--- config.mk ---
export PLATFORM = sky130hd
export DESIGN_NAME = alarm_ctrl_flat
export DESIGN_NICKNAME = d
export VERILOG_FILES = /design/src/rtl/alarm_pkg.sv /design/src/rtl/alarm_ctrl_if.sv /design/src/rtl/alarm_timer.sv /design/src/rtl/alarm_ctrl.sv /design/src/flat_wrapper.sv
export SDC_FILE = /design/constraint.sdc
export NUM_CORES = 1
export LEC_CHECK = 0
export ABC_CLOCK_PERIOD_IN_PS = 1650
export BUFFER_PORTS_ARGS = -buffer_cell sky130_fd_sc_hd__buf_2
export CORE_AREA = 2 2 39 41
export DETAILED_ROUTE_END_ITERATION = 8
export DIE_AREA = 0 0 41 43
export PLACE_DENSITY = 0.72
export SLEW_MARGIN = 30
export SYNTH_ARGS = -nofsm -noshare
export SYNTH_HDL_FRONTEND = slang
export SYNTH_SLANG_ARGS = --single-unit
--- constraint.sdc ---
create_clock -name clk -period 1.65 [get_ports clk]
set_input_delay 0.165 -clock clk [delete_from_list [all_inputs] [get_ports clk]]
set_output_delay 0.165 -clock clk [all_outputs]
set_load 0.005 [all_outputs]
--- src/rtl/alarm_pkg.sv ---
// Shared encodings for the alarm controller: 3-bit FSM state codes, arming modes
// and the timer width helper.
package alarm_pkg;

  localparam logic [2:0] DISARMED = 3'd0;
  localparam logic [2:0] EXIT     = 3'd1;
  localparam logic [2:0] ARMED    = 3'd2;
  localparam logic [2:0] ENTRY    = 3'd3;
  localparam logic [2:0] ALARM    = 3'd4;

  localparam logic AWAY = 1'b0;
  localparam logic STAY = 1'b1;

  // A width of at least 1 bit keeps the counter legal when both delays are 1.
  function automatic int unsigned tmr_width(input int unsigned a, input int unsigned b);
    int unsigned m;
    m = (a > b) ? a : b;
    return (m <= 1) ? 1 : $clog2(m);
  endfunction

endpackage

--- src/rtl/alarm_ctrl_if.sv ---
// Panel/sensor bundle between the keypad side (master) and the controller (slave).
interface alarm_ctrl_if #(
  parameter int unsigned N_DOORS   = 2,
  parameter int unsigned N_WINDOWS = 3
);
  logic                 arm_away;
  logic                 arm_stay;
  logic                 disarm;
  logic [N_DOORS-1:0]   doors;
  logic [N_WINDOWS-1:0] windows;
  logic                 secure;
  logic                 armed;
  logic                 pending;
  logic                 alarm;
  logic                 chime;

  modport master (
    output arm_away, arm_stay, disarm, doors, windows,
    input  secure, armed, pending, alarm, chime
  );

  modport slave (
    input  arm_away, arm_stay, disarm, doors, windows,
    output secure, armed, pending, alarm, chime
  );
endinterface

--- src/rtl/alarm_timer.sv ---
// Loadable down-counter shared by the exit and entry delays; holds at zero.
module alarm_timer #(
  parameter int unsigned W = 3
) (
  input  logic         clk,
  input  logic         reset,
  input  logic         load,
  input  logic [W-1:0] load_val,
  input  logic         dec,
  output logic         zero
);
  logic [W-1:0] count;

  always_ff @(posedge clk) begin
    if (reset)
      count <= '0;
    else if (load)
      count <= load_val;
    else if (dec && (count != '0))
      count <= count - 1'b1;
  end

  assign zero = (count == '0);
endmodule

--- src/rtl/alarm_ctrl.sv ---
// Intrusion alarm controller: away/stay arming with exit and entry delays.
// Optional door chime in DISARMED is built only when ALARM_CHIME_EN is defined.
module alarm_ctrl
  import alarm_pkg::*;
#(
  parameter int unsigned N_DOORS   = 2,
  parameter int unsigned N_WINDOWS = 3,
  parameter int unsigned EXIT_DLY  = 8,
  parameter int unsigned ENTRY_DLY = 4
) (
  input logic         clk,
  input logic         reset,
  alarm_ctrl_if.slave bus
);
  localparam int unsigned    TW       = tmr_width(EXIT_DLY, ENTRY_DLY);
  localparam logic [TW-1:0]  EXIT_LD  = TW'(EXIT_DLY - 1);
  localparam logic [TW-1:0]  ENTRY_LD = TW'(ENTRY_DLY - 1);

  logic [2:0]    state, state_nxt;
  logic          mode, mode_nxt;
  logic          tmr_load, tmr_dec, tmr_zero;
  logic [TW-1:0] tmr_val;
  logic          door_open, win_open, secure;

  assign door_open = |bus.doors;
  assign win_open  = |bus.windows;
  assign secure    = ~door_open & ~win_open;

  alarm_timer #(.W(TW)) u_timer (
    .clk      (clk),
    .reset    (reset),
    .load     (tmr_load),
    .load_val (tmr_val),
    .dec      (tmr_dec),
    .zero     (tmr_zero)
  );

  always_comb begin
    state_nxt = state;
    mode_nxt  = mode;
    tmr_load  = 1'b0;
    tmr_val   = EXIT_LD;
    tmr_dec   = 1'b0;
    if (bus.disarm) begin
      state_nxt = DISARMED;
    end else begin
      case (state)
        DISARMED: begin
          if (secure && bus.arm_away) begin
            state_nxt = EXIT;
            mode_nxt  = AWAY;
            tmr_load  = 1'b1;
            tmr_val   = EXIT_LD;
          end else if (secure && bus.arm_stay) begin
            state_nxt = ARMED;
            mode_nxt  = STAY;
          end
        end
        EXIT: begin
          if (tmr_zero) state_nxt = secure ? ARMED : ALARM;
          else          tmr_dec   = 1'b1;
        end
        ARMED: begin
          if (mode == STAY) begin
            if (!secure) state_nxt = ALARM;
          end else if (win_open) begin
            state_nxt = ALARM;
          end else if (door_open) begin
            state_nxt = ENTRY;
            tmr_load  = 1'b1;
            tmr_val   = ENTRY_LD;
          end
        end
        ENTRY: begin
          if (win_open || tmr_zero) state_nxt = ALARM;
          else                      tmr_dec   = 1'b1;
        end
        ALARM:   state_nxt = ALARM;
        default: state_nxt = DISARMED;
      endcase
    end
  end

  always_ff @(posedge clk) begin
    if (reset) begin
      state <= DISARMED;
      mode  <= AWAY;
    end else begin
      state <= state_nxt;
      mode  <= mode_nxt;
    end
  end

  assign bus.secure  = secure;
  assign bus.armed   = (state == ARMED) || (state == ENTRY);
  assign bus.pending = (state == EXIT)  || (state == ENTRY);
  assign bus.alarm   = (state == ALARM);

`ifdef ALARM_CHIME_EN
  logic [N_DOORS-1:0] doors_q;
  logic               chime_q;

  // Rising-edge detect on the door bits, gated by the state at the same edge.
  always_ff @(posedge clk) begin
    if (reset) begin
      doors_q <= '0;
      chime_q <= 1'b0;
    end else begin
      doors_q <= bus.doors;
      chime_q <= (state == DISARMED) && (|(bus.doors & ~doors_q));
    end
  end

  assign bus.chime = chime_q;
`else
  assign bus.chime = 1'b0;
`endif

endmodule

--- src/flat_wrapper.sv ---
// flat-port wrapper written by rule: the top's interface ports become plain ports
module alarm_ctrl_flat import alarm_pkg::*;
#(
  parameter int unsigned N_DOORS   = 2,
  parameter int unsigned N_WINDOWS = 3,
  parameter int unsigned EXIT_DLY  = 8,
  parameter int unsigned ENTRY_DLY = 4
)
  (clk, reset, bus_arm_away, bus_arm_stay, bus_disarm, bus_doors, bus_windows, bus_secure, bus_armed, bus_pending, bus_alarm, bus_chime);
  alarm_ctrl_if #(.N_DOORS(N_DOORS), .N_WINDOWS(N_WINDOWS)) bus_i ();
  input logic clk;
  input logic reset;
  input wire logic [$bits(bus_i.arm_away)-1:0] bus_arm_away;
  input wire logic [$bits(bus_i.arm_stay)-1:0] bus_arm_stay;
  input wire logic [$bits(bus_i.disarm)-1:0] bus_disarm;
  input wire logic [$bits(bus_i.doors)-1:0] bus_doors;
  input wire logic [$bits(bus_i.windows)-1:0] bus_windows;
  output wire logic [$bits(bus_i.secure)-1:0] bus_secure;
  output wire logic [$bits(bus_i.armed)-1:0] bus_armed;
  output wire logic [$bits(bus_i.pending)-1:0] bus_pending;
  output wire logic [$bits(bus_i.alarm)-1:0] bus_alarm;
  output wire logic [$bits(bus_i.chime)-1:0] bus_chime;
  assign bus_i.arm_away = bus_arm_away;
  assign bus_i.arm_stay = bus_arm_stay;
  assign bus_i.disarm = bus_disarm;
  assign bus_i.doors = bus_doors;
  assign bus_i.windows = bus_windows;
  assign bus_secure = bus_i.secure;
  assign bus_armed = bus_i.armed;
  assign bus_pending = bus_i.pending;
  assign bus_alarm = bus_i.alarm;
  assign bus_chime = bus_i.chime;
  alarm_ctrl #(.N_DOORS(N_DOORS), .N_WINDOWS(N_WINDOWS), .EXIT_DLY(EXIT_DLY), .ENTRY_DLY(ENTRY_DLY)) u_core (.clk(clk), .reset(reset), .bus(bus_i));
endmodule
== Word level (Yosys, flattened, before mapping) ==
Index checks and enable logic that the tools add are counted.

* Flip-flop bits (word level): 7
* Bits of input ports: 10

* Equal/unequal tests: 9
* Bitwise operators: 4
* Multiplexer cells: 29
* Reduce and logical (&&, ||, !) cells: 16
* Add/sub/neg operators: 1

{| class="wikitable"
|+ Operators with widths
! cell !! number
|-
| $mux W3 || 16
|-
| $pmux W3 S5 || 1
|-
| $mux W1 || 10
|-
| $eq A3 B2 Y1 const B || 2
|-
| $logic_not A3 Y1 || 2
|-
| $reduce_and A5 Y1 || 1
|-
| $ne A2 B1 Y1 const B || 2
|-
| $ne A4 B1 Y1 const B || 1
|-
| $pmux W1 S2 || 2
|-
| $reduce_bool A2 Y1 || 2
|-
| $reduce_or A2 Y1 || 2
|-
| $eq A3 B1 Y1 const B || 1
|-
| $eq A3 B3 Y1 const B || 1
|-
| $logic_and A1 B1 Y1 || 3
|-
| $logic_or A1 B1 Y1 || 3
|-
| $ne A3 B1 Y1 const B || 1
|-
| $ne A3 B3 Y1 const B || 1
|-
| $not A1 Y1 || 3
|-
| $reduce_and A3 Y1 || 1
|-
| $reduce_bool A3 Y1 || 1
|-
| $reduce_or A3 Y1 || 1
|-
| $sub A3 B1 Y3 const B || 1
|-
| $and A1 B1 Y1 || 1
|}

== Logic depth before layout (Yosys ltp) ==
* Word-level depth: 8
* Depth in mapped cells: 6

== Cells and area by module ==
Synthesis repeated with hierarchy kept, for this count alone.

* Cells, all modules: 70
* Area total of the unflattened synthesis: 590.6 um2

{| class="wikitable"
|+ By module, submodules not included
! module !! sequential area each (um2) !! times used !! cells each !! area an instance (um2)
|-
| alarm_ctrl || 80.1 || 1 || 49 || 407.9
|-
| alarm_timer || 60.1 || 1 || 21 || 182.7
|}

== Worst setup path before layout ==
OpenSTA, ideal clock, no wires.

* Path type: register to register
* Start: register u_core.state[2]
* End: register u_core.u_timer.count[1]
* Required time: 1,576 ps
* Arrival time: 1,379 ps
* Setup time: 74 ps
* Path slack: 197 ps
* Cell stages (with the launch flop): 6
* Cells stage by stage: dfxtp_1 buf_4 nor2b_1 and4b_4 mux2_1 o21ai_0

* Word-level cells in the longest chain between the ends: 5
* Elaborated cells between the ends (all ways): 13

{| class="wikitable"
|+ RTL lines
! item !! RTL line !! source
|-
| start: declaration || alarm_ctrl.sv:19 || <nowiki>logic [2:0] state, state_nxt;</nowiki>
|-
| start signal: assignment || alarm_ctrl.sv:89 || <nowiki>state <= state_nxt;</nowiki>
|-
| $eq A3 B2 Y1 / $eq A3 B1 Y1 (equally long branches) || alarm_ctrl.sv:47 || <nowiki>case (state)</nowiki>
|-
| $pmux W1 S2 || alarm_ctrl.sv:47 ||
|-
| $mux W1 || alarm_ctrl.sv:44 || <nowiki>if (bus.disarm) begin</nowiki>
|-
| $logic_and A1 B1 Y1 || alarm_timer.sv:19 || <nowiki>else if (dec && (count != '0))</nowiki>
|-
| $reduce_bool A2 Y1 (no line) || n/a ||
|-
| end signal: assignment || alarm_timer.sv:18 || <nowiki>count <= load_val;</nowiki>
|-
| end signal: assignment || alarm_timer.sv:20 || <nowiki>count <= count - 1'b1;</nowiki>
|-
| end: declaration || alarm_timer.sv:12 || <nowiki>logic [W-1:0] count;</nowiki>
|}

Several ways; a longest one is shown, not always the timed one.
A chain may end at the register's enable or synchronous reset.

== Worst setup path in the final report ==
* Start: register u_core.u_timer.count[0]
* End: register u_core.u_timer.count[1]

* Word-level cells in the longest chain between the ends: 7
* Elaborated cells between the ends (all ways): 12

{| class="wikitable"
|+ RTL lines
! item !! RTL line !! source
|-
| $logic_not A3 Y1 || alarm_timer.sv:23 || <nowiki>assign zero = (count == '0);</nowiki>
|-
| $logic_or A1 B1 Y1 || alarm_ctrl.sv:75 || <nowiki>if (win_open || tmr_zero) state_nxt = ALARM;</nowiki>
|-
| $mux W1 || alarm_ctrl.sv:75 ||
|-
| $pmux W1 S2 || alarm_ctrl.sv:47 ||
|-
| $mux W1 || alarm_ctrl.sv:44 ||
|-
| $logic_and A1 B1 Y1 || alarm_timer.sv:19 ||
|-
| $reduce_bool A2 Y1 (no line) || n/a ||
|}

Several ways; a longest one is shown, not always the timed one. The select of a mux whose other input is x is not followed.

==> results.md <==
* Nets at 96
* Detailed Routing Iterations Pass 1 at 5
* Core Rows at 14
* CP Max Fanout at 4
* Cts hold-fix bufs at 0
* DP Wirelength at ~1100 µm
* Number of global-route vias before repair at between 500 and 600
* Worst path slowest cell: dfxtp_2
* Combinational power share at approximately an eighth
* RSZ-0062 raised after global routing: false
* Reg power frac at about 45%
* Initial core utilization at 40.69%
* Pleak at between 0.2 and 0.3 nW
* YS warnings at 0
* Die span in x at just over 40 µm
* Core area at about 0.0014 mm²
* Tmin final at around 1.6 ns
* CP Class: reg2reg
* Fill count at around 150
* EDFF count, synth at 0
* Power per Cell Area at between 500 and 600 mW/mm²
* Post-synthesis compound-gate area fraction at a little under a quarter
* Final hold violations at 0
* Post-Syn Area per Cell at between 8 and 9 µm²
* Yosys top cell by area: dfxtp_1
* Layout cell share with drive strength beyond 1 at 34.94%
* First-pass GRT wire length at approximately 2200 µm
* Gr usage total at a little under a fifth
* Area grow syn2layout at 20.89%
* Clock Latency Late Sink at 0.26 ns
* FF-to-FF setup slack at between 0.08 and 0.09 ns
* Adder-Cell Fraction of Synth Area at under 10%
* Endpoint, Worst Hold: u_core.u_timer.count[2]
* Fin Hold WS at 0.1484 ns
* Root Driver: clkbuf_4
* Vias at 586
* Critical Path Start Type: register
* Slew Viols, Final at 0
* Worst endpoint data arrival time at between 1.5 and 2 ns
* Clock sink total at 7
* TritonCTS Buffers at 3
* Xor/xnor share of the synthesized area at 1.556%
* Placed Cells at 93
* ANT cells at 0
* Final WL at 1368 µm
* Crit-path cells: inv_1 > ha_1 > nand2b_1 > and4b_4 > mux2_1 > o21ai_0
* Layout Cells excl Fill at 99
* Worst-margin pin slew at roughly 0.56 ns
* Worst EP required at between 1.5 and 2 ns
* Fmax at between 600 and 700 MHz
* Cell with the most instances after synthesis: dfxtp_1
* Pint at ~0.28 mW
* Worst Hold Class: in2reg
* # port buffers at 13
* Critical Path End Type: register
* Sum of negative setup slack at 0 ns
* Synth area leaders: dfxtp_1 (25%), nor4_1 (6.7%), ha_1 (4.4%)
* Largest net degree at the start of global routing at 9
* Layout Skew at approximately 0.012 ns
* H-tree depth at 1
* Sequential-to-total area share from yosys stat at roughly a quarter
* Cell Area, Synth at around 560 µm²
* Post-Synthesis Net Count at 77
* Commonest cells in the netlist: dfxtp_1 (7), nor2_1 (6), nor4_1 (6)
* # IOs at 15
* CTS tree: done
* Die Height at 43 µm
* Clock power share at between 40% and 50%
* Post-synthesis simple-gate area fraction at roughly 32%
* Worst rel slew slack at 62.50%
* Largest family of logic cells by synthesized area: simple AND/OR/NAND/NOR gates
* CP peak stage delay at between 0.3 and 0.4 ns
* Sw power at about 0.10 mW
* Mux cell area share after synthesis at under 10%
* GR Overflow Total at 0
* Outcome: completed
* Sw Share at 27.01%
* Die area at roughly 0.0018 mm²
* R2r endpoint: u_core.u_timer.count[1]
* Worst reg2reg path depth at 6
* Synth async-reset ratio at 0%
* Max-cap viol count at 0
* Hold_sp: reset
* Synth cell types at 38
* Iter 0 DRT Violations at 23
* FF-to-FF Start: u_core.u_timer.count[0]
* Hold Path Depth at 2
* Clk slew on worst S/H paths at 0.06 ns
* DRC errors left at 0
* Final ANT Viol Nets at 0
* Max VDD drop at approximately 0.00034 V
* Final setup violation count at 0
* Top_reg_cell synth: dfxtp_1
* Final period utilization at a little over nine tenths
* Antenna violations before repair at 0
* Cells after Synth at 65
* Top cell type's share of synthesized area at 24.89%
* Via/cell ratio at ~5.9
* Final GP Congestion at 0.8837
* Clock buffer depth at 2
* Synth Register Bits at 7
* DR WL/cell at approximately 14 µm
[cell usage in the layout (no fill, tap or decap), types with 3 or more instances in the layout]
| cell type | instances |
|---|---|
| buf_4 | 5 |
| nor2_1 | 6 |
| dfxtp_1 | 6 |
| clkbuf_4 | 3 |
| nor4_1 | 6 |
| inv_1 | 4 |
| buf_2 | 13 |
[how the worst max path moves through the flow]
stage,start,endpoint,slack [ns],cells after the start
after floorplan,u_core.state[2],u_core.u_timer.count[1],0.20,5
after global placement,bus_windows[1],u_core.u_timer.count[1],0.02,5
after detailed placement,bus_windows[1],u_core.u_timer.count[1],0.01,5
after CTS,u_core.u_timer.count[0],u_core.u_timer.count[1],0.03,6
after global routing,u_core.u_timer.count[0],u_core.u_timer.count[1],0.01,6
final,u_core.u_timer.count[0],u_core.u_timer.count[1],0.09,6
[final cells by class]
cell class	count	area (µm²)	share of cell area, %
flip-flops and latches	7	141.4	20.77
well taps	16	20.02	2.941
clock inverters	1	5.005	0.7353
repair buffers	18	102.6	15.07
multi-input cells	50	374.1	54.96
inverters	4	15.01	2.206
clock buffers	3	22.52	3.309
[through the flow]
stage | setup WS, ns | cell area, µm² | util, % | power [mW]
after global routing | 0.009629 | 680.7 | 49.19 | 0.4020
after global placement | 0.02121 | 636.9 | 46.02 | 0.2223
after detailed placement | 0.01464 | 636.9 | 46.02 | 0.2237
after CTS | 0.03456 | 664.4 | 48.01 | 0.3889
after floorplan | 0.1967 | 563.0 | - | 0.2040
final | 0.08758 | 680.7 | 49.19 | 0.3834
[layer usage]
layer	GRT usage [%]	vias up	routed length [µm]
met5	0	-	0
met4	8.000	0	0
met3	5.236	0	119
met2	25.00	34	649
met1	25.48	265	599
li1	-	287	-
[worst max-delay path, delay by kind of cell, from the launching register on]
family	cells	cell delay (ns)
AOI/OAI and AO/OA	1	0.13
adders and majority gates	1	0.22
buffers and inverters	1	0.06
DFF	1	0.34
muxes	1	0.32
and+or+nand+nor	2	0.43
[registers in the layout, indices dropped and copies added, names as in the netlist]
signal                cells
u_core.mode               1
u_core.state              3
u_core.u_timer.count      3
[cell families (layout without fill, tap and decap cells)]
group           count (synthesis)  after routing
flops                           7              7
simple gates                   28             28
compound gates                 16             16
xor+xnor                        1              1
fa+ha+maj                       2              2
other cells                     1              1
buf+inv                         8             26
mux                             2              2
[power by group through the flow]
stage | combinational, mW | clock, mW | sequential [mW]
after floorplan | 0.0292 | 0 | 0.175
after global placement | 0.0469 | 0 | 0.175
after detailed placement | 0.0483 | 0 | 0.175
after CTS | 0.0485 | 0.169 | 0.172
after global routing | 0.0555 | 0.175 | 0.172
final | 0.0500 | 0.162 | 0.172
[what timing repair did]
| item | in CTS | in global routing |
|---|---|---|
| setup buffers | 0 | 2 |
| endpoints found under the setup margin | 0 | 1 |
| hold endpoints to repair | 0 | 0 |
| gates resized for setup | 0 | 1 |
Note: power is estimated with default switching activity, not from simulation.
